===== config.mk =====
export PLATFORM = sky130hd
export DESIGN_NAME = snn_event_controller
export DESIGN_NICKNAME = d
export VERILOG_FILES = /design/src/rtl/snn_pkg.sv /design/src/rtl/snn_event_controller.sv
export SDC_FILE = /design/constraint.sdc
export NUM_CORES = 1
export LEC_CHECK = 0
export ABC_AREA = 1
export BUFFER_PORTS_ARGS = -buffer_cell sky130_fd_sc_hd__clkbuf_2
export CAP_MARGIN = 20
export CORE_AREA = 4 4 41 43
export CTS_CLUSTER_DIAMETER = 40
export DETAILED_ROUTE_END_ITERATION = 8
export DIE_AREA = 0 0 45 47
export PLACE_DENSITY = 0.6
export SKIP_LAST_GASP = 1
export SLEW_MARGIN = 20
export SYNTH_ARGS = -nofsm -noshare
export SYNTH_HDL_FRONTEND = slang
export SYNTH_SLANG_ARGS = --single-unit

===== constraint.sdc =====
create_clock -name clock -period 1.7 [get_ports clock]
set_clock_uncertainty 0.15 [all_clocks]
set_input_delay 0.085 -clock clock [delete_from_list [all_inputs] [get_ports clock]]
set_output_delay 0.085 -clock clock [all_outputs]
set_load 0.02 [all_outputs]

===== src/rtl/snn_pkg.sv =====
// Shared types and default sizing for the SNN SoC event path.
package snn_pkg;

    typedef enum logic [1:0] {
        IDLE  = 2'd0,
        WRITE = 2'd1,
        DONE  = 2'd2
    } ctrl_state_t;

    localparam int ADDR_W_DEF      = 4;
    localparam int NUM_WEIGHTS_DEF = 8;

endpackage


===== src/rtl/snn_event_controller.sv =====
// Event sequencer: latches a spike source address and sweeps its weight row,
// one write-enable cycle per weight, then pulses done and returns to idle.
module snn_event_controller
    import snn_pkg::*;
#(
    parameter int ADDR_W      = ADDR_W_DEF,
    parameter int NUM_WEIGHTS = NUM_WEIGHTS_DEF
) (
    input  logic                          clock,
    input  logic                          reset,
    input  logic [ADDR_W-1:0]             event_addr,
    input  logic                          event_received,
    output logic                          event_ready,
    output logic                          weight_w_en,
    output logic [ADDR_W+$clog2(NUM_WEIGHTS)-1:0] weight_addr,
    output logic                          done
);

    localparam int CNT_W = $clog2(NUM_WEIGHTS);
    localparam logic [CNT_W-1:0] LAST_CNT = CNT_W'(NUM_WEIGHTS - 1);

    ctrl_state_t       state;
    ctrl_state_t       next_state;
    logic [CNT_W-1:0]  weight_cnt;
    logic [ADDR_W-1:0] addr_q;

    always_ff @(posedge clock) begin
        if (reset) begin
            state <= IDLE;
        end else begin
            state <= next_state;
        end
    end

    always_comb begin
        next_state = IDLE;
        case (state)
            IDLE:    next_state = event_received ? WRITE : IDLE;
            WRITE:   next_state = (weight_cnt == LAST_CNT) ? DONE : WRITE;
            DONE:    next_state = IDLE;
            default: next_state = IDLE;
        endcase
    end

    // Counter wraps to zero naturally on the last weight because NUM_WEIGHTS is a power of two.
    always_ff @(posedge clock) begin
        if (reset) begin
            weight_cnt <= '0;
            addr_q     <= '0;
        end else begin
            case (state)
                IDLE: begin
                    weight_cnt <= '0;
                    if (event_received) begin
                        addr_q <= event_addr;
                    end
                end
                WRITE:   weight_cnt <= weight_cnt + CNT_W'(1);
                default: weight_cnt <= '0;
            endcase
        end
    end

    always_comb begin
        event_ready = 1'b0;
        weight_w_en = 1'b0;
        done        = 1'b0;
        case (state)
            IDLE:    event_ready = 1'b1;
            WRITE:   weight_w_en = 1'b1;
            DONE:    done        = 1'b1;
            default: ;
        endcase
    end

    assign weight_addr = {addr_q, weight_cnt};

endmodule


Word-level counts from Yosys, hierarchy flattened
Index checks and enable logic that the tools add are counted.

Add/subtract/negate cells: 1. Equal/unequal tests: 3. Multiplexer cells: 6. Bitwise logic cells: 1. Reduce and logical (&&, ||, !) cells: 3.

Operators by type and width (number): $mux W1 (4); $pmux W2 S2 (1); $add A3 B1 Y3 const B (1); $eq A3 B3 Y1 const B (1); $eq A2 B1 Y1 const B (1); $eq A2 B2 Y1 const B (1); $logic_not A2 Y1 (1); $mux W2 (1); $reduce_and A2 Y1 (1); $reduce_or A2 Y1 (1); $not A1 Y1 (1).

Register bits after elaboration: 9. Bits of input ports: 7. Output and inout bits: 10. Logic and storage cells: 17.

Logic depth before layout (Yosys ltp)
Depth in word-level cells: 3. Gate-level depth with buffers: 4. Mapped depth without buffers: 4.

Worst setup path before layout
Ideal clock, no wire load.

Kind: register to register. From: reg weight_cnt[0]. To: reg weight_cnt[2]. Setup time: 0.111 ns. Arrival: 0.944 ns. Data required time: 1.439 ns. Path slack: 0.495 ns. Stages on the path, launching flop included: 5. Path buffers: 0. Path through: dfxtp_1 -> ha_1 -> ha_1 -> inv_1 -> nor2_2.

Longest elaborated chain between the ends: 1.

RTL lines: from (decl) (RTL line snn_event_controller.sv:24) `logic [CNT_W-1:0] weight_cnt;`; from (signal assigned) (RTL line snn_event_controller.sv:58) `WRITE: weight_cnt <= weight_cnt + CNT_W'(1);`; $add A3 B1 Y3 (RTL line snn_event_controller.sv:58).

No other way between the ends. A chain may end at the register's enable or synchronous reset.

Worst setup path in the final report
From: reg state[1]. To: out event_ready.

Longest elaborated chain between the ends: 2.

RTL lines: from (decl) (RTL line snn_event_controller.sv:22) `ctrl_state_t state;`; from (signal assigned) (RTL line snn_event_controller.sv:31) `state <= next_state;`; $logic_not A2 Y1 (RTL line snn_event_controller.sv:68) `case (state)`; $mux W1 (RTL line snn_event_controller.sv:68); to (decl) (RTL line snn_event_controller.sv:13) `output logic event_ready,`.

No other way between the ends.

==> results.ini <==
[outcome]
outcome=finished clean

[clocking]
ctsResizeCount=0
ctsLongestPathBuffers=2
cts_inserted_buffers=3
root_buffer=clkbuf_4
cts_hold_buf=4
htree_levels=1
tritoncts=built
numClockSinks=9
cts.clk_slew.worst_paths_ns=0.06
postCtsSetupRepairBufs=0
clk_latency_ns=0.25

[timing]
fin_crit_sh=0.7668
setup_viol=0
fmax_ghz=0.7671
slew_headroom=0.8377
finalSetupTns_ns=0
fin_crit_ns=1.304
slew_violations=0
hold_viol_final=0
fin_ws_ns=0.3964
tightest_slew_ns=0.2432
rsz0062_at_grt=no

[layout]
syn_to_final_growth_pct=40.64
multi_input_area_sq_um=171.4
instances_no_fill=86
drive_above_1_share=0.3944
fillers=141
nets=81
diodes=0
seq_area_sq_um=180.2

[drt]
num_vias=355
drc=0
drt_pass1_iterations=2
post_drt_wl_per_cell_um=9.302
wl_um=800
initialDrtViolationCount=9
via_per_inst=4.128
ant_nets=0

[yosys]
yosysSeqAreaShare=0.4571
syn_nets=57
ys_ff_latch=9
syn-cell-area_sq_um=394.1
synth_cell_type_count=13
yosysWarnings=0
syn_area_per_cell_sq_um=8.211
syn-instance-count=48

[placement]
routabilityCongestion=0.6821
dp_slack_ns=0.5567
dp_hpwl_um=553.3
placed_cells=78
port_buffers=16

[grt]
grt_overflow=0
grt_pass1_vias=336
grt_pass1_wl_um=1414
grt_max_degree=11
track_usage=0.09841
antenna_found_initial=0

[floorplanning]
fp.dieW_um=45
core_area_sq_um=1301
rows=13
io_pins=17
initial_core_util=0.3029
fp.dieH_um=47
dieArea_sq_um=2115

[pwr]
leakagePower_nw=0.2910
power_density_nw_per_um2=896.3
peakVddDrop_mv=0.5211
p_total_uw=496.8

[worst_setup_path]
r2r_slack_ns=0.56
endpoint_kind=output pin
required_ns=1.46
cp.arrival_ns=1.07
worstSetupStartpointType=flop
critical_path_class=reg2out
path_cells=nor2_4, clkbuf_2
cpPeakStageDelay_ns=0.36
critPathBufInv=1
slowest_stage=dfxtp_1
crit_fanout=10
crit_family=flip-flops

[job]
drv_cap=0

[worst_hold_path]
hp-class=in2reg

==> Yosys cell counts <==
library cell / n / share of area
nand2_1: 4 / 0.038
nor2_1: 5 / 0.048
nand3_1: 5 / 0.063
nor2_4: 2 / 0.057
dfxtp_1: 9 / 0.46
inv_1: 9 / 0.086
ha_1: 2 / 0.063
buf_2: 1 / 0.013
nand2_4: 1 / 0.029
o21ai_2: 1 / 0.022
nor2_2: 4 / 0.063
a21oi_1: 4 / 0.051
inv_2: 1 / 0.0095
==> final cells by class <==
type,count,share of cell area
Timing Repair Buffer,20,0.2167
Tap cell,15,0.03386
Clock buffer,4,0.04740
Sequential cell,9,0.3251
Multi-Input combinational cell,28,0.3093
Inverter,10,0.06772
==> final timing paths <==
| path | from | end | depth (start not counted) |
|---|---|---|---|
| worst max register to register | weight_cnt[0] | weight_cnt[2] | 4 |
| worst min-delay path | reset | addr_q[0] | 4 |
| worst max-delay path | state[1] | event_ready | 2 |
| worst min register to register | weight_cnt[0] | weight_cnt[0] | 1 |
==> cell usage in the layout (no fill, tap or decap), drive strengths merged <==
master,instances
a21oi,4
nor2,11
clkbuf,20
nand3,5
inv,10
ha,2
nand2,5
o21ai,1
dlygate4sd3,4
dfxtp,9
==> where the power goes <==
group | leakage (nW) | internal, mW | total [mW] | switching [mW]
logic | 0.202 | 0.0392 | 0.101 | 0.0623
registers | 0.0739 | 0.225 | 0.235 | 0.00997
clock network | 0.0150 | 0.0902 | 0.160 | 0.0701
==> worst register-to-register path, cell delays in order, from the launching register on <==
cell and delay (ns):
dfxtp_1 0.33, ha_1 0.20, ha_1 0.26, inv_1 0.07, nor2_2 0.04
==> stage by stage <==
| step | util | instance area (sq um) | hold WS [ns] |
|---|---|---|---|
| after detailed placement | 0.3750 | 488.0 | 0.2551 |
| after global placement | 0.3750 | 488.0 | 0.2461 |
| final | 0.4260 | 554.3 | 0.02844 |
| after global routing | 0.4260 | 554.3 | 0.03245 |
| after CTS | 0.4260 | 554.3 | 0.02087 |
| after floorplan | - | 394.1 | 0.1553 |
==> flip-flops by register name, indices dropped and copies added (netlist names) <==
register,count
addr_q,4
weight_cnt,3
state,2
==> layer usage <==
| metal | GRT usage | wire, um | up-vias |
|---|---|---|---|
| li1 | - | - | 193 |
| met1 | 0.09677 | 324 | 152 |
| met2 | 0.1695 | 406 | 10 |
| met3 | 0.07280 | 70 | 0 |
| met4 | 0.01754 | 0 | 0 |
| met5 | 0 | 0 | - |
==> cell families after synthesis <==
kind of cell    after synthesis  share of synthesized area
compound gates                5                    0.07302
fa+ha+maj                     2                    0.06348
buf+inv                      11                     0.1079
flops                         9                     0.4571
simple gates                 21                     0.2984
No activity file was read; power rests on OpenSTA's default activity.
